--- src/rtl/clock_set_pkg.sv ---
// Shared types and BCD step helpers for the time/date field editor.
//   setter_state_t : editor FSM states (RUN, EDIT, COMMIT)
//   bcd_step_inc   : BCD +1 with [min,max] wrap; invalid input snaps to min
//   bcd_step_dec   : BCD -1 with [min,max] wrap; invalid input snaps to max
package clock_set_pkg;

  typedef enum logic [1:0] {
    RUN    = 2'd0,
    EDIT   = 2'd1,
    COMMIT = 2'd2
  } setter_state_t;

  // A field is usable only if both nibbles are decimal digits and the value
  // sits inside its range. Valid BCD compares correctly as plain binary.
  function automatic logic bcd_valid(input logic [7:0] val,
                                     input logic [7:0] min,
                                     input logic [7:0] max);
    return (val[7:4] <= 4'd9) && (val[3:0] <= 4'd9) &&
           (val >= min) && (val <= max);
  endfunction

  function automatic logic [7:0] bcd_step_inc(input logic [7:0] val,
                                              input logic [7:0] min,
                                              input logic [7:0] max);
    logic [7:0] r;
    if (!bcd_valid(val, min, max))   r = min;
    else if (val == max)             r = min;
    else if (val[3:0] == 4'd9)       r = {val[7:4] + 4'd1, 4'd0};
    else                             r = val + 8'd1;
    return r;
  endfunction

  function automatic logic [7:0] bcd_step_dec(input logic [7:0] val,
                                              input logic [7:0] min,
                                              input logic [7:0] max);
    logic [7:0] r;
    if (!bcd_valid(val, min, max))   r = max;
    else if (val == min)             r = max;
    else if (val[3:0] == 4'd0)       r = {val[7:4] - 4'd1, 4'd9};
    else                             r = val - 8'd1;
    return r;
  endfunction

endpackage

--- src/rtl/key_repeat.sv ---
// Hold-to-repeat step generator for one debounced key level.
//   clk, rst_n : clock, asynchronous active-low reset
//   lvl        : debounced key level
//   clr        : restart the repeat timing (no step while asserted)
//   step_p     : one-cycle step pulse
// A step fires on the rising edge of lvl, then on the REPEAT_DLY-th held
// cycle, then every REPEAT_PER held cycles after that.
module key_repeat #(
  parameter int REPEAT_DLY = 500,
  parameter int REPEAT_PER = 100
) (
  input  logic clk,
  input  logic rst_n,
  input  logic lvl,
  input  logic clr,
  output logic step_p
);

  localparam int CNT_MAX = (REPEAT_DLY > REPEAT_PER) ? REPEAT_DLY : REPEAT_PER;
  localparam int CW      = (CNT_MAX > 1) ? $clog2(CNT_MAX) : 1;

  logic          lvl_q;
  logic          rep_phase;   // 0: waiting out the initial delay, 1: periodic
  logic [CW-1:0] cnt;
  logic          edge_hit;
  logic          dly_hit;
  logic          per_hit;

  assign edge_hit = lvl & ~lvl_q;
  assign dly_hit  = ~rep_phase & (cnt == CW'(REPEAT_DLY - 1));
  assign per_hit  =  rep_phase & (cnt == CW'(REPEAT_PER - 1));
  assign step_p   = lvl & ~clr & (edge_hit | dly_hit | per_hit);

  always_ff @(posedge clk or negedge rst_n) begin
    if (!rst_n) begin
      lvl_q     <= 1'b0;
      rep_phase <= 1'b0;
      cnt       <= '0;
    end else begin
      lvl_q <= lvl;
      if (clr || !lvl) begin
        rep_phase <= 1'b0;
        cnt       <= '0;
      end else if (dly_hit || per_hit) begin
        rep_phase <= 1'b1;
        cnt       <= '0;
      end else begin
        cnt <= cnt + 1'b1;
      end
    end
  end

endmodule

--- src/rtl/multi_field_setter.sv ---
// BCD time/date editor between debounced keys and the clock/calendar counters.
//   clk, rst_n  : clock, asynchronous active-low reset
//   set_p       : enter edit (RUN) / commit (EDIT)
//   sel_p       : advance to next field, wrapping
//   cancel_p    : abort edit without load
//   inc_lvl     : increment key level, auto-repeats while held
//   dec_lvl     : decrement key level, auto-repeats while held
//   cur_val     : live counter value, captured on edit entry
//   set_en      : high in EDIT and COMMIT (counter frozen)
//   set_load    : one-cycle load pulse in COMMIT
//   set_val     : edited value, held outside EDIT
//   blink_mask  : one-hot active field while editing
//   timeout_p   : one-cycle pulse after an inactivity abort
module multi_field_setter
  import clock_set_pkg::*;
#(
  parameter int                      NUM_FIELDS  = 3,
  parameter logic [8*NUM_FIELDS-1:0] FIELD_MAX   = {8'h59, 8'h59, 8'h23},
  parameter logic [8*NUM_FIELDS-1:0] FIELD_MIN   = {8'h00, 8'h00, 8'h00},
  parameter int                      REPEAT_DLY  = 500,
  parameter int                      REPEAT_PER  = 100,
  parameter int                      TIMEOUT_CYC = 10000
) (
  input  logic                    clk,
  input  logic                    rst_n,
  input  logic                    set_p,
  input  logic                    sel_p,
  input  logic                    cancel_p,
  input  logic                    inc_lvl,
  input  logic                    dec_lvl,
  input  logic [8*NUM_FIELDS-1:0] cur_val,
  output logic                    set_en,
  output logic                    set_load,
  output logic [8*NUM_FIELDS-1:0] set_val,
  output logic [NUM_FIELDS-1:0]   blink_mask,
  output logic                    timeout_p
);

  localparam int FW = (NUM_FIELDS > 1) ? $clog2(NUM_FIELDS) : 1;
  localparam int TW = (TIMEOUT_CYC > 1) ? $clog2(TIMEOUT_CYC) : 1;

  setter_state_t           state, state_nx;
  logic [FW-1:0]           field_idx, field_idx_nx;
  logic [8*NUM_FIELDS-1:0] set_val_nx;
  logic [TW-1:0]           tcnt, tcnt_nx;
  logic                    timeout_nx;
  logic                    in_edit;
  logic                    rep_clr;
  logic                    inc_step;
  logic                    dec_step;

  assign in_edit = (state == EDIT);

  // Both keys held cancel each other; outside EDIT the repeaters stay idle,
  // and a field change restarts the initial hold delay.
  assign rep_clr = ~in_edit | (inc_lvl & dec_lvl) | sel_p;

  key_repeat #(.REPEAT_DLY(REPEAT_DLY), .REPEAT_PER(REPEAT_PER)) u_inc_rep (
    .clk    (clk),
    .rst_n  (rst_n),
    .lvl    (inc_lvl),
    .clr    (rep_clr),
    .step_p (inc_step)
  );

  key_repeat #(.REPEAT_DLY(REPEAT_DLY), .REPEAT_PER(REPEAT_PER)) u_dec_rep (
    .clk    (clk),
    .rst_n  (rst_n),
    .lvl    (dec_lvl),
    .clr    (rep_clr),
    .step_p (dec_step)
  );

  always_ff @(posedge clk or negedge rst_n) begin
    if (!rst_n) begin
      state     <= RUN;
      field_idx <= '0;
      set_val   <= '0;
      tcnt      <= '0;
      timeout_p <= 1'b0;
    end else begin
      state     <= state_nx;
      field_idx <= field_idx_nx;
      set_val   <= set_val_nx;
      tcnt      <= tcnt_nx;
      timeout_p <= timeout_nx;
    end
  end

  // One event per EDIT cycle: set > cancel > sel > step > timeout.
  always_comb begin
    state_nx     = state;
    field_idx_nx = field_idx;
    set_val_nx   = set_val;
    tcnt_nx      = tcnt;
    timeout_nx   = 1'b0;
    case (state)
      RUN: begin
        tcnt_nx = '0;
        if (set_p) begin
          state_nx     = EDIT;
          set_val_nx   = cur_val;
          field_idx_nx = '0;
        end
      end
      EDIT: begin
        tcnt_nx = '0;
        if (set_p) begin
          state_nx = COMMIT;
        end else if (cancel_p) begin
          state_nx = RUN;
        end else if (sel_p) begin
          field_idx_nx = (field_idx == FW'(NUM_FIELDS - 1)) ? '0 : field_idx + 1'b1;
        end else if (inc_step || dec_step) begin
          for (int i = 0; i < NUM_FIELDS; i++) begin
            if (field_idx == FW'(i)) begin
              set_val_nx[8*i +: 8] = inc_step
                ? bcd_step_inc(set_val[8*i +: 8], FIELD_MIN[8*i +: 8], FIELD_MAX[8*i +: 8])
                : bcd_step_dec(set_val[8*i +: 8], FIELD_MIN[8*i +: 8], FIELD_MAX[8*i +: 8]);
            end
          end
        end else if (tcnt == TW'(TIMEOUT_CYC - 1)) begin
          state_nx   = RUN;
          timeout_nx = 1'b1;
        end else begin
          tcnt_nx = tcnt + 1'b1;
        end
      end
      COMMIT: begin
        state_nx = RUN;
      end
      default: begin
        state_nx = RUN;
      end
    endcase
  end

  assign set_en   = (state == EDIT) || (state == COMMIT);
  assign set_load = (state == COMMIT);

  always_comb begin
    blink_mask = '0;
    for (int i = 0; i < NUM_FIELDS; i++) begin
      if (in_edit && (field_idx == FW'(i))) blink_mask[i] = 1'b1;
    end
  end

endmodule
--- config.mk ---
export PLATFORM = sky130hd
export DESIGN_NAME = multi_field_setter
export DESIGN_NICKNAME = d
export VERILOG_FILES = /design/src/rtl/clock_set_pkg.sv /design/src/rtl/key_repeat.sv /design/src/rtl/multi_field_setter.sv
export SDC_FILE = /design/constraint.sdc
export NUM_CORES = 1
export LEC_CHECK = 0
export ABC_AREA = 1
export BUFFER_PORTS_ARGS = -buffer_cell sky130_fd_sc_hd__clkbuf_2
export CAP_MARGIN = 20
export CORE_MARGIN = 3
export CORE_UTILIZATION = 39
export CTS_CLUSTER_DIAMETER = 80
export DETAILED_ROUTE_END_ITERATION = 7
export GPL_TIMING_DRIVEN = 0
export SYNTH_ARGS = -nofsm -noshare
export SYNTH_HDL_FRONTEND = slang
export SYNTH_HIERARCHICAL = 1
export SYNTH_SLANG_ARGS = --single-unit
--- constraint.sdc ---
create_clock -name clk -period 2.8 [get_ports clk]
set_input_delay 0.28 -clock clk [delete_from_list [all_inputs] [get_ports clk]]
set_output_delay 0.28 -clock clk [all_outputs]
set_load 0.005 [all_outputs]
Yosys cells after proc, flatten, opt, wreduce, memory -nomap -nowiden
Index checks and enable logic that the tools add are counted.

storage, ports and cells
  bits in registers = 65
  bits of input ports = 31
  output and inout port bits = 30

operators by class
  add/sub/neg operators = 16
  order comparisons = 12
  equal/unequal tests = 27
  muxes and demuxes = 66
  bitwise operators = 23
  reduce and logical (&&, ||, !) cells = 36

operator list
  cell                                                                number
  two-way mux 8 bit                                                   24
  two-way mux 24 bit                                                  5
  two-way mux 14 bit                                                  5
  one-hot mux 24 bit (2 select lines)                                 1
  two-way mux 9 bit                                                   4
  one-hot mux 14 bit (2 select lines)                                 1
  adder 8 x 1 -> 8 bit (second input constant)                        3
  greater-or-equal comparator 8 x 1 -> 1 bit (second input constant)  3
  less-or-equal comparator 4 bit (second input constant)              6
  zero test 8 bit                                                     3
  subtractor 8 x 1 -> 8 bit (second input constant)                   3
  two-way mux 2 bit                                                   11
  AND reduction 7 bit                                                 3
  adder 9 x 1 -> 9 bit (second input constant)                        2
  == test 9 x 7 -> 1 bit (second input constant)                      2
  == test 9 bit (second input constant)                               2
  == test 8 x 7 -> 1 bit (second input constant)                      2
  less-or-equal comparator 8 x 7 -> 1 bit (second input constant)     2
  adder 14 x 1 -> 14 bit (second input constant)                      1
  == test 14 bit (second input constant)                              1
  two-way mux 1 bit                                                   13
  adder 4 x 1 -> 4 bit (second input constant)                        3
  == test 4 bit (second input constant)                               3
  logical AND 1 bit                                                   12
  other kinds (21)                                                    65

Depth between registers and ports, before layout
Gate-level depths: netlist of the first run.

  depth in word-level cells = 14
  gate-level depth with buffers = 15
  mapped depth without buffers = 14

Cells and area by module
Netlist of the first run, hierarchy kept.

modules (own cells, without submodules)
  module              instances  cells each  area each (sq um)  seq. area each (sq um)
  multi_field_setter  1          587         3796.1             1076.0
  key_repeat          2          67          558.0              275.3

Worst setup path before layout of the first run
No wires, ideal clock.

  kind = register -> register
  start = reg state[1]
  end = reg set_val[6]
  library setup time = 0.128 ns
  arrival = 2.641 ns
  required time = 2.672 ns
  path slack = 0.031 ns
  cell stages (with the launch flop) = 15
  path buffers = 2
  clock period less this slack = 2.769 ns
  cells stage by stage = dfrtp_1 inv_1 ha_1 clkbuf_1 nand3_1 nor2_1 inv_1 a21oi_1 or2_2 nor2_1 a21oi_1 nand3b_2 buf_4 a21oi_1 a22oi_1

between the ends
  longest elaborated chain between the ends = 14
  elaborated cells between the ends (all ways) = 26

RTL lines
  what                                 RTL line                   RTL
  from (decl)                          multi_field_setter.sv:42   setter_state_t state, state_nx;
  from (signal assigned)               multi_field_setter.sv:82   state <= state_nx;
  == test 2 x 1 -> 1 bit (*)           multi_field_setter.sv:52   assign in_edit = (state == EDIT);
  NOT 1 bit (*)                        multi_field_setter.sv:56   assign rep_clr = ~in_edit | (inc_lvl & dec_lvl) | sel_p;
  bitwise OR 1 bit (*) (2 in series)   multi_field_setter.sv:56
  net rep_clr                          multi_field_setter.sv:48   logic rep_clr;
  NOT 1 bit (*)                        key_repeat.sv:32           assign step_p = lvl & ~clr & (edge_hit | dly_hit | per_hit);
  AND 1 bit (*) (2 in series)          key_repeat.sv:32
  net inc_step                         multi_field_setter.sv:49   logic inc_step;
  two-way mux 8 bit                    multi_field_setter.sv:118  ? bcd_step_inc(set_val[8*i +: 8], FIELD_MIN[8*i +: 8], FIELD_MAX[8*i +: 8])
  two-way mux 8 bit                    multi_field_setter.sv:116  if (field_idx == FW'(i)) begin
  two-way mux 24 bit                   multi_field_setter.sv:114  end else if (inc_step || dec_step) begin
  two-way mux 24 bit                   multi_field_setter.sv:112  end else if (sel_p) begin
  two-way mux 24 bit                   multi_field_setter.sv:110  end else if (cancel_p) begin
  two-way mux 24 bit                   multi_field_setter.sv:108  if (set_p) begin
  one-hot mux 24 bit (2 select lines)  multi_field_setter.sv:97   case (state)
  to (signal assigned)                 multi_field_setter.sv:84   set_val <= set_val_nx;
  to (decl)                            multi_field_setter.sv:34   output logic [8*NUM_FIELDS-1:0] set_val,

Mark *: on every way through the listed nets, which the timed path passes. The rest lies on a longest branch. The select of a mux whose other input is x is not followed.
A chain may end at the register's enable or synchronous reset.

Worst setup path after layout of the first run
  start = reg state[1]
  end = reg set_val[12]

The elaborated chain is that of the path after synthesis.

==> results by group, run 1 <==
Synthesis
  • Largest family of logic cells by synthesized area: simple AND/OR/NAND/NOR gates
  • Portion of the post-synthesis area used by sequential elements: 33.1%
  • Main area contributors after synthesis: dfrtp_1, nand2_1, nor2_1
  • Yosys warning total: 6
  • Most frequently used flop master after synthesis: dfrtp_1
  • Compound-Gate Fraction of Synth Area: 13.4%
  • Yosys reg bits: 65
  • Number of nets produced by synthesis: 778
  • Synth area leader: dfrtp_1
  • Area share of xor/xnor cells in the synthesized design: 3.74%
  • Cell count after synthesis: 721
  • Post-synth EDFFs: 0
  • Fraction of registers with async set/reset: 100%
  • Portion of netlist area occupied by mux cells: 0%
  • Syn Area/Cell: 6.81 um2
  • Area share of fa/ha/maj cells after synthesis: 6.62%
  • Post-synth top area share: 33.1%
  • Share of synthesized cell area in and, or, nand and nor gates: 34.8%
  • Synthesized cell area: 4910 um2
  • Post-synthesis cell type count: 40

Setup path
  • Number of cells on the worst reg-to-reg path: 15
  • Worst reg2reg path endpoint: set_val[12]
  • Data arrival, critical path: 2.87 ns
  • Kind of end point of the critical path: flop
  • Critical path fanouts, max: 10
  • Critical Path Source Type: flop
  • RR Startpoint: state[1]
  • Crit Path Category: flop to flop
  • CP Data Required Time: 3.06 ns
  • Critical Path Sink: set_val[12]
  • Minimum setup slack among reg-to-reg paths: 0.19 ns
  • CP startpoint: state[1]

Global routing
  • GRT Total Usage: 19.6%
  • Number of antenna violations at the first check in global routing: 0
  • Via count of the first global-routing pass: 4600
  • Maximum number of pins on one net before global-route repair: 39
  • First-pass GRT wire length: 22.4 mm
  • Total grt overflow: 0

Detailed routing
  • Residual DRC: 0
  • Routed via count divided by cell count: 5.06
  • Wirelength per Cell: 13.9 um
  • DR pass1 iterations: 5
  • Violation count after the first detailed-route iteration: 327
  • Routed Wire Length: 13.5 mm
  • Vias after detailed routing: 4920
  • Post-detailed-route count of antenna-violating nets: 0

CTS
  • Clock Root Buffer: clkbuf_16
  • Clk slew on worst S/H paths: 0.06 ns
  • Clock tree from TritonCTS: done
  • Clock latency on the worst-skew pair: 0.34 ns
  • H-tree level count: 3
  • Number of buffers on the longest clock path: 2
  • Inserted Clock Buffers: 9
  • Total clock sinks: 65

Finish
  • Diode insertion count for antenna repair: 0
  • Layout cells sized above 1: 16.4%
  • Area growth from synthesis to final layout: 19.0%
  • Fill cell count: 1236
  • Register area: 1630 um2
  • Total Nets Final: 856
  • Area of the multi-input gates: 2930 um2
  • Layout Cells excl Fill: 972

Pwr
  • Reported leakage power: 2.76 nW
  • Total power: 5.63 mW
  • Switching Share: 48.3%
  • Total net switching power: 2.72 mW
  • PwrDens: 964 nW/um2
  • Maximum ir drop on the vdd rail: 0.437 mV
  • Internal power of the cells: 2.91 mW
  • Clock network power share: 19.2%
  • Part of the total power dissipated in combinational logic: 54.5%
  • Share of total power in sequential cells: 26.3%

Job
  • Count of max-cap constraint violations: 0

Place
  • RePlAce Congestion: 0.953
  • Placed insts: 950
  • Number of input and output port buffers inserted: 60
  • HPWL after detailed placement: 10.1 mm
  • Worst slack at placement: -0.799 ns

Die
  • Site Rows: 40
  • Die area: 14000 um2
  • Floorplan die width: 118 um
  • Placeable core area: 12200 um2
  • Boundary pin count: 61
  • Overall die height: 118 um
  • Effective utilization at floorplan: 40.4%

Timing
  • Achievable clock frequency: 383 MHz
  • Number of failing hold endpoints at the final stage: 0
  • Final Max Tran Viols: 0
  • Final setup viols: 0
  • Final worst slack: 0.189 ns
  • Headroom to the max-slew limit: 60.7%
  • Crit share post-route: 93.2%
  • Worst setup skew after layout: 0.00515 ns
  • Worst Tran Pin Value: 0.587 ns
  • Final period demand of the worst path: 2.61 ns

Run status
  • Result of the run: finished, final reports clean

Hold path
  • Hold/Removal Path Class: input pin to flop
-- what timing repair did --
action / 4_1_cts / 5_1_grt
endpoints found under the hold margin: 27 / 0
endpoints found under the setup margin: 42 / 23
hold buffers: 1 / 0
buffers inserted: 0 / 5
pin swaps: 0 / 2
gates cloned: 0 / 0
gates resized for setup: 10 / 11
-- through the flow --
step / setup TNS (ns) / utilization [%] / hold WS (ns) / area [um2]
final: 0 / 48.0 / 0.0925 / 5840
after global routing: -0.00158 / 48.0 / 0.0881 / 5840
after CTS: 0 / 47.6 / 0.0828 / 5790
after detailed placement: -22.34 / 44.8 / 0.268 / 5450
after global placement: -20.99 / 44.6 / 0.442 / 5420
after floorplan: 0 / - / -0.0156 / 4910
-- cell usage in the layout, fill, tap and decap left out, types with 3 or more instances in the layout --
cell	count
ha_1	25
o21bai_1	3
inv_2	6
dfrtp_1	65
nand2_2	4
clkinvlp_4	3
nand2_1	179
a21boi_0	3
buf_2	5
nor3_1	13
xnor2_1	4
nand3_2	5
xor2_1	17
nand3_1	46
a22oi_1	7
a21oi_2	3
a21oi_1	48
clkbuf_8	3
inv_1	82
clkbuf_2	61
nor4_1	3
nand4_1	17
o22ai_1	4
nor2_2	4
buf_4	9
or2_2	3
clkbuf_16	9
nor2_1	104
o21ai_0	37
-- registers in the layout, summed over array words and instances, names as in the netlist --
name                 cells
field_idx                2
set_val                 24
state                    2
tcnt                    14
timeout_p                1
u_dec_rep/cnt            9
u_dec_rep/lvl_q          1
u_dec_rep/rep_phase      1
u_inc_rep/cnt            9
u_inc_rep/lvl_q          1
u_inc_rep/rep_phase      1
-- synth_stat cells, types with 4 or more instances --
cell	n
nor2_1	106
nand2_1	179
clkbuf_1	4
nand3_2	5
a21oi_1	52
nor3_1	13
nand3_1	46
ha_1	26
inv_1	83
a22oi_1	7
or2_2	4
nand4_1	17
o22ai_1	4
nand2_2	4
xnor2_1	4
xor2_1	17
dfrtp_1	65
buf_2	6
inv_2	5
o21ai_0	37
-- critical path, cell delays in order (launching register included) --
cell and delay [ns]:
dfrtp_1 0.41, inv_2 0.09, ha_4 0.17, clkbuf_8 0.18, nand3_1 0.14, nor2_2 0.17, inv_1 0.11, a21oi_4 0.22
or2_4 0.18, nor2_1 0.06, nor2_1 0.15, nand2_1 0.14, buf_4 0.21, inv_2 0.10, nor2_1 0.05, a31oi_1 0.14
-- logic make-up after synthesis --
family | after synthesis
AOI/OAI and AO/OA | 118
xor gates and xnor gates | 21
adders and majority gates | 26
buffers and inverters | 102
DFF | 65
and+or+nand+nor | 389
-- layer usage --
layer	share of wire [%]	global-route usage [%]	routed length, um
met5	0	0	0
met4	2.1	7.84	282
met3	4.7	2.73	640
met2	43	29.7	5820
met1	50	28.1	6730
-- worst min path at each step --
stage,start,endpoint,slack (ns),cells after the start
floorplan,rst_n,field_idx[0],-0.02,0
global placement,dec_lvl,u_dec_rep/lvl_q,0.44,1
detailed placement,rst_n,set_val[13],0.27,1
CTS,dec_lvl,u_dec_rep/lvl_q,0.08,1
global route,inc_lvl,u_inc_rep/lvl_q,0.09,1
finish,inc_lvl,u_inc_rep/lvl_q,0.09,1
-- power by group through the flow --
stage	registers, mW	logic [mW]	clock network, mW
2_1_floorplan	1.42	2.06	0
5_1_grt	1.52	3.48	1.15
3_5_place_dp	1.48	2.92	0
3_3_place_gp	1.47	2.88	0
6_report	1.48	3.07	1.08
4_1_cts	1.47	3.00	1.11
-- area by class of cell --
cell class	count	area share [%]
inverters	89	5.80
well taps	168	3.60
repair buffers	67	6.34
plain buffers	13	1.41
clock buffers	12	4.39
flip-flops and latches	65	27.8
multi-input cells	554	50.1
clock inverters	4	0.471
Note: power is estimated with default switching activity, not from simulation.
==> run 2, diff against run 1 <==
- ABC_AREA: 1 -> default
==> run 2 against run 1 <==
  * Sequential power about the same
  * Core utilization is 3.6 points higher
  * First-iteration DRC count grew 34%
  * Non-clock buffer count up 45
  * Sequential share of layout area is 2.0 points lower
  * Critical path type unchanged
  * Highest routed layer unchanged
  * Count of clock-buffer cells in the layout down 1
  * Synthesized area fell by 0.18%
  * Clock power is 4% higher
==> results by group, run 2 <==
Finish
  • Layout cells sized above 1: 25.9% (+9.5 points)
  • Top reg by flops: set_val
  • Most common library cell in the layout ignoring fill and taps: dfrtp_1
  • Total Nets Final: 740 (-14%)
  • Number of flip-flops in the largest register: 24 (unchanged)
  • Diode insertion count for antenna repair: 0 (unchanged)
  • Top library cells by usage in the layout, fill and taps aside: dfrtp_1, clkbuf_2, o21ai_0, nand2_1, buf_4
  • Area growth from synthesis to final layout: 28.1%
  • Regs by FF count: set_val x24, tcnt x14

Hold path
  • Number of cells traversed by the worst hold path: 1 (unchanged)
  • End point of the worst hold path: u_inc_rep/lvl_q
  • Hold/Removal Path Class: input pin to flop
  • Launch point of the worst hold path: inc_lvl

Synthesis
  • Portion of the post-synthesis area used by sequential elements: 33.2% (+0.059 points)
  • Yosys reg bits: 65 (unchanged)
  • Post-synth EDFFs: 0 (unchanged)
  • Syn Area/Cell: 8.48 um2 (+25%)
  • Main area contributors after synthesis: dfrtp_1, ha_1, o21ai_0
  • Synthesized cell area: 4900 um2 (-0.18%)
  • Number of nets produced by synthesis: 635 (-18%)
  • Cell count after synthesis: 578 (-20%)
  • Synth area leader: dfrtp_1
  • Top cell types by occurrence after synthesis: dfrtp_1, o21ai_0, nand2_1
  • Post-synthesis cell type count: 75 (+88%)
  • Fraction of registers with async set/reset: 100% (unchanged)
  • Most frequently used flop master after synthesis: dfrtp_1
  • Yosys warning total: 6 (unchanged)
  • Post-synth top area share: 33.2% (+0.059 points)
  • Most frequent cell after synthesis: dfrtp_1

Setup path
  • RR Startpoint: u_dec_rep/cnt[0]
  • CP Data Required Time: 3.02 ns (-0.04 ns)
  • Number of cells on the worst reg-to-reg path: 10 (-5)
  • Critical path fanouts, max: 4 (-6)
  • Worst reg2reg path endpoint: set_val[22]
  • Data arrival, critical path: 2.98 ns (+0.11 ns)
  • Critical Path Source Type: flop
  • Minimum setup slack among reg-to-reg paths: 0.05 ns (-0.14 ns)
  • Kind of end point of the critical path: flop
  • Crit Path Category: flop to flop

Global routing
  • Total grt overflow: 0 (unchanged)
  • First-pass GRT wire length: 23.6 mm (+5.6%)
  • Maximum number of pins on one net before global-route repair: 38 (-2.6%)
  • Number of antenna violations at the first check in global routing: 0 (unchanged)
  • M1 GR Usage: 26.9% (-1.2 points)
  • GRT Total Usage: 20.6% (+1.0 points)
  • Met3 demand-to-capacity share in global routing: 4.83% (+2.1 points)
  • Layer with the highest usage: met2
  • Met2 capacity usage during global routing: 32.4% (+2.8 points)
  • Via count of the first global-routing pass: 4746 (+3.2%)

Detailed routing
  • DR pass1 iterations: 5 (unchanged)
  • Vias after detailed routing: 4934 (+0.28%)
  • Violation count after the first detailed-route iteration: 438 (+34%)
  • Routed Wire Length: 14.4 mm (+6.5%)
  • Wirelength per Cell: 16.8 um (+21%)
  • Residual DRC: 0 (unchanged)
  • Routed via count divided by cell count: 5.78 (+14%)
  • Post-detailed-route count of antenna-violating nets: 0 (unchanged)

Timing
  • Worst setup skew after layout: 0.00583 ns (+0.000682 ns)
  • Final period demand of the worst path: 2.75 ns (+0.143 ns)
  • Headroom to the max-slew limit: 43.3% (-17 points)
  • Unrepaired setup endpoints after global routing: yes
  • Worst Tran Pin Value: 0.848 ns (+0.261 ns)
  • Crit share post-route: 98.3% (+5.1 points)
  • Number of failing hold endpoints at the final stage: 0 (unchanged)
  • Final setup viols: 0 (unchanged)
  • Post-route setup TNS: 0 ns (unchanged)
  • Final Max Tran Viols: 0 (unchanged)
  • Achievable clock frequency: 363 MHz (-5.2%)
  • Final worst slack: 0.0467 ns (-0.143 ns)

Die
  • Die area: 14000 um2 (-0.17%)
  • Floorplan die width: 118 um (about the same)
  • Boundary pin count: 61 (unchanged)
  • Overall die height: 118 um (about the same)
  • Placeable core area: 12200 um2 (unchanged)
  • Effective utilization at floorplan: 40.3% (-0.072 points)
  • Site Rows: 40 (unchanged)

Pwr
  • PwrDens: 929 nW/um2 (-3.7%)
  • Reported leakage power: 2.62 nW (-5.1%)
  • Maximum ir drop on the vdd rail: 0.683 mV (+56%)

CTS
  • Clk slew on worst S/H paths: 0.05 ns (about the same)
  • H-tree level count: 3 (unchanged)
  • Total clock sinks: 65 (unchanged)
  • Number of buffers on the longest clock path: 2 (unchanged)
  • Inserted Clock Buffers: 9 (unchanged)
  • Clock Root Buffer: clkbuf_16
  • Clock tree from TritonCTS: done
  • Clock latency on the worst-skew pair: 0.33 ns (about the same)

Job
  • Count of max-cap constraint violations: 0 (unchanged)

Place
  • HPWL after detailed placement: 10.1 mm (-0.38%)
  • RePlAce Congestion: 0.940 (-1.4%)
  • Worst slack at placement: -0.604 ns (+0.195 ns)
  • Number of input and output port buffers inserted: 60 (unchanged)

Run status
  • Result of the run: finished, final reports clean
==> run 2: cell count changes after synthesis, sizes merged, moves of 21 or more <==
cell and delta:
inv -65, nand2 -131, nand3 -26, o21ai +21, a21oi -24, nor2 -85
==> run 2: repair_timing <==
| item | CTS | global route |
|---|---|---|
| resized for setup | 43 | 14 |
| hold buffers | 1 | 0 |
| pin swaps | 8 | 9 |
| endpoints found under the hold margin | 28 | 0 |
| cloned | 1 | 0 |
| setup endpoints to repair | 38 | 36 |
| setup buffers | 18 | 15 |
==> run 2: logic make-up after synthesis <==
kind of cell / synth area share [%]
simple gates: 22.5
compound gates: 27.8
flops: 33.2
buf+inv: 4.64
fa+ha+maj: 6.63
xor+xnor: 3.04
mux: 2.17
==> run 2: final cells by class <==
class                           instances  area [um2]
Timing Repair Buffer                   96         596
Clock buffer                           11         243
Sequential cell                        65        1630
Multi-Input combinational cell        457        3250
Clock inverter                          3        42.5
Tap cell                              168         210
Buffer                                 29         204
Fill cell                            1129        5880
Inverter                               25         111
==> run 2: routing by layer <==
| layer | vias up | wire length, um |
|---|---|---|
| li1 | 2388 | - |
| met1 | 2344 | 6380 |
| met2 | 165 | 6790 |
| met3 | 37 | 764 |
| met4 | 0 | 416 |
| met5 | - | 0 |
==> run 2: worst max path at each step <==
stage	from	to	cells past startpoint	slack [ns]
after floorplan	state[1]	set_val[22]	15	-0.10
after global placement	state[1]	set_val[12]	15	-0.59
after detailed placement	state[1]	set_val[12]	15	-0.60
after CTS	state[1]	set_val[22]	15	0.005
after global routing	state[1]	set_val[21]	15	-0.08
final	u_dec_rep/cnt[0]	set_val[22]	10	0.05
==> run 2: report_power, final <==
| group | internal, mW | switching (mW) | leakage [nW] | total [mW] |
|---|---|---|---|---|
| combinational | 1.37 | 1.87 | 1.63 | 3.24 |
| sequential | 1.14 | 0.339 | 0.851 | 1.48 |
| clock | 0.702 | 0.414 | 0.137 | 1.12 |
==> run 2: per-stage QoR <==
stage | area [um2] | power [mW] | util (%) | cells | hold WS [ns]
floorplan | 4990 | 3.48 | - | 578 | -0.0156
global placement | 5500 | 4.36 | 45.2 | 806 | 0.437
detailed placement | 5520 | 4.39 | 45.4 | 807 | 0.271
CTS | 6120 | 5.74 | 50.3 | 840 | 0.0965
global route | 6280 | 6.31 | 51.7 | 854 | 0.122
finish | 6280 | 5.84 | 51.7 | 854 | 0.133
==> run 2: critical path: stages, from the launching register on <==
cell and delay (ns):
dfrtp_1 0.42, ha_4 0.16, or4bb_4 0.55, a211o_1 0.28, a21oi_4 0.18, nor2_4 0.07
o41ai_4 0.35, nand2_2 0.12, a311oi_2 0.24, a31oi_1 0.13, a2bb2oi_1 0.14
==> run 3, diff against run 2 <==
- RECOVER_POWER: default -> 25
- SETUP_SLACK_MARGIN: default -> 0.3
==> run 3 against run 2 <==
  * Wire length rose by 3.7%
  * Worst setup slack got worse by 0.041 ns
  * Global-route usage rose by 0.79 points
  * Final cell count fell by 0.23%
  * Sequential power barely moved
  * Count of clock-buffer cells in the layout did not move
  * Non-clock buffer count fell by 4
  * Via count rose by 0.61%
  * Critical endpoint unchanged
  * Largest cell class unchanged
  * Largest power group unchanged
  * Highest routed layer unchanged
==> results by group, run 3 (synthesized netlist as in run 2, its figures left out) <==
Timing
  • Final Max Tran Viols: 0 (unchanged)
  • Headroom to the max-slew limit: 26.9% (-16 points)
  • Final setup viols: 0 (unchanged)
  • Worst Tran Pin Value: 1.10 ns (+0.249 ns)
  • Achievable clock frequency: 358 MHz (-1.5%)
  • Number of failing hold endpoints at the final stage: 0 (unchanged)
  • Final worst slack: 0.00572 ns (-0.0410 ns)
  • Final period demand of the worst path: 2.79 ns (+0.0410 ns)
  • Unrepaired setup endpoints after global routing: yes
  • Crit share post-route: 99.8% (+1.5 points)
  • Worst setup skew after layout: 0.00783 ns (+0.00199 ns)

Die
  • Placeable core area: 12200 um2 (unchanged)
  • Die area: 14000 um2 (unchanged)
  • Boundary pin count: 61 (unchanged)
  • Overall die height: 118 um (unchanged)
  • Floorplan die width: 118 um (unchanged)
  • Effective utilization at floorplan: 40.3% (unchanged)
  • Site Rows: 40 (unchanged)

Finish
  • Layout cells sized above 1: 26.2% (+0.22 points)
  • Fill cell count: 1178 (+4.3%)
  • Top library cells by usage in the layout, fill and taps aside: dfrtp_1, clkbuf_2, nand2_1, o21ai_0
  • Diode insertion count for antenna repair: 0 (unchanged)
  • Area growth from synthesis to final layout: 30.0%
  • Regs by FF count: set_val x24, tcnt x14
  • Most common library cell in the layout ignoring fill and taps: dfrtp_1
  • Number of flip-flops in the largest register: 24 (unchanged)
  • Total Nets Final: 736 (-0.54%)
  • Top reg by flops: set_val

CTS
  • Number of buffers on the longest clock path: 2 (unchanged)
  • Inserted Clock Buffers: 9 (unchanged)
  • Total clock sinks: 65 (unchanged)
  • Clock Root Buffer: clkbuf_16
  • Clock latency on the worst-skew pair: 0.35 ns (+0.02 ns)
  • Clk slew on worst S/H paths: 0.06 ns (about the same)
  • H-tree level count: 3 (unchanged)
  • Clock tree from TritonCTS: done

Detailed routing
  • Routed Wire Length: 14.9 mm (+3.7%)
  • Vias after detailed routing: 4964 (+0.61%)
  • Wirelength per Cell: 17.5 um (+3.9%)
  • DR pass1 iterations: 5 (unchanged)
  • Residual DRC: 0 (unchanged)
  • Routed via count divided by cell count: 5.83 (+0.84%)
  • Violation count after the first detailed-route iteration: 342 (-22%)
  • Post-detailed-route count of antenna-violating nets: 0 (unchanged)

Job
  • Count of max-cap constraint violations: 0 (unchanged)

Global routing
  • Number of antenna violations at the first check in global routing: 0 (unchanged)
  • GRT Total Usage: 21.4% (+0.79 points)
  • Layer with the highest usage: met2
  • Met2 capacity usage during global routing: 34.3% (+1.8 points)
  • Maximum number of pins on one net before global-route repair: 49 (+29%)
  • Total grt overflow: 0 (unchanged)
  • Met3 demand-to-capacity share in global routing: 5.55% (+0.72 points)
  • Via count of the first global-routing pass: 4890 (+3.0%)
  • First-pass GRT wire length: 24.5 mm (+3.6%)
  • M1 GR Usage: 28.3% (+1.4 points)

Setup path
  • Data arrival, critical path: 3.03 ns (+0.05 ns)
  • Critical Path Source Type: flop
  • CP Data Required Time: 3.03 ns (about the same)
  • Number of cells on the worst reg-to-reg path: 15 (+5)
  • Crit Path Category: flop to flop
  • Worst reg2reg path endpoint: set_val[22]
  • Minimum setup slack among reg-to-reg paths: 0.006 ns (-0.04 ns)
  • Critical path fanouts, max: 5 (+1)
  • Kind of end point of the critical path: flop
  • RR Startpoint: state[1]

Pwr
  • Reported leakage power: 2.66 nW (+1.4%)
  • PwrDens: 944 nW/um2 (+1.7%)
  • Maximum ir drop on the vdd rail: 0.534 mV (-22%)
  • Total power: 6.02 mW (+3.2%)

Hold path
  • Number of cells traversed by the worst hold path: 1 (unchanged)
  • Hold/Removal Path Class: input pin to flop
  • Launch point of the worst hold path: dec_lvl
  • End point of the worst hold path: u_dec_rep/lvl_q

Run status
  • Result of the run: finished, final reports clean

Place
  • Worst slack at placement: -0.601 ns (+0.00366 ns)
  • HPWL after detailed placement: 10.2 mm (+1.4%)
  • Number of input and output port buffers inserted: 60 (unchanged)
  • RePlAce Congestion: 0.932 (-0.84%)
## run 3: cell types whose count changed in the layout (fill, tap and decap cells not counted), moves of 2 or more
cell,delta
ha_4,-2
buf_6,+3
clkbuf_4,-3
buf_4,-13
clkbuf_16,+2
o21ai_1,+13
o21ai_0,-13
a21oi_1,-3
buf_8,+2
clkbuf_8,+3
a21oi_2,+2
clkinv_4,+2
## run 3: report_power, final
part           internal (mW)  switching, mW  leakage (nW)
combinational           1.41           1.93          1.66
sequential              1.14          0.338         0.851
clock                  0.742          0.463         0.152
total                   3.29           2.73          2.66
## run 3: critical path, cell delays in order, from the launching register on
cell and delay (ns):
dfrtp_1 0.40, inv_2 0.08, ha_4 0.17, clkinv_8 0.06, clkbuf_16 0.14, buf_12 0.11
a211o_1 0.23, nand2b_4 0.15, clkbuf_16 0.14, a21oi_4 0.21, nor2_4 0.08, o41ai_4 0.23
nand2_2 0.13, a311oi_2 0.26, a31oi_1 0.13, a2bb2oi_1 0.15
## run 3: per-stage QoR
step | setup TNS [ns] | area [um2] | instances | hold WS [ns] | util (%)
floorplan | -0.102 | 5020 | 578 | -0.0156 | -
global placement | -10.82 | 5530 | 806 | 0.448 | 45.5
detailed placement | -12.61 | 5560 | 807 | 0.227 | 45.8
CTS | 0 | 6360 | 851 | 0.0850 | 52.3
global route | -1.17 | 6380 | 852 | 0.110 | 52.4
finish | 0 | 6380 | 852 | 0.117 | 52.4
## run 3: routing by layer
| metal | up-vias | wire [um] |
|---|---|---|
| met2 | 149 | 7130 |
| li1 | 2373 | - |
| met1 | 2415 | 6770 |
| met5 | - | 0 |
| met4 | 0 | 261 |
| met3 | 27 | 719 |
## run 3: cell type report
type	instances	area, um2	area share [%]
inverters	25	119	1.86
clock buffers	11	253	3.96
flip-flops and latches	65	1630	25.5
multi-input cells	457	3250	51.0
repair buffers	90	584	9.16
clock inverters	5	63.8	1.00
plain buffers	31	265	4.16
well taps	168	210	3.30
## run 3: worst max path at each step
stage / startpoint / endpoint / cells past startpoint / slack [ns]
CTS: state[1] / set_val[22] / 15 / 0.04
detailed placement: state[1] / set_val[22] / 15 / -0.60
floorplan: state[1] / set_val[22] / 15 / -0.10
global placement: state[1] / set_val[12] / 15 / -0.55
global route: state[1] / set_val[22] / 15 / -0.08
finish: state[1] / set_val[22] / 15 / 0.006
## run 3: repair_timing
item,in CTS,in global routing
cloned,1,1
pin swaps,20,1
endpoints found under the setup margin,40,42
hold endpoints to repair,17,0
hold buffers,1,0
setup buffers,26,0
gates resized for setup,62,11
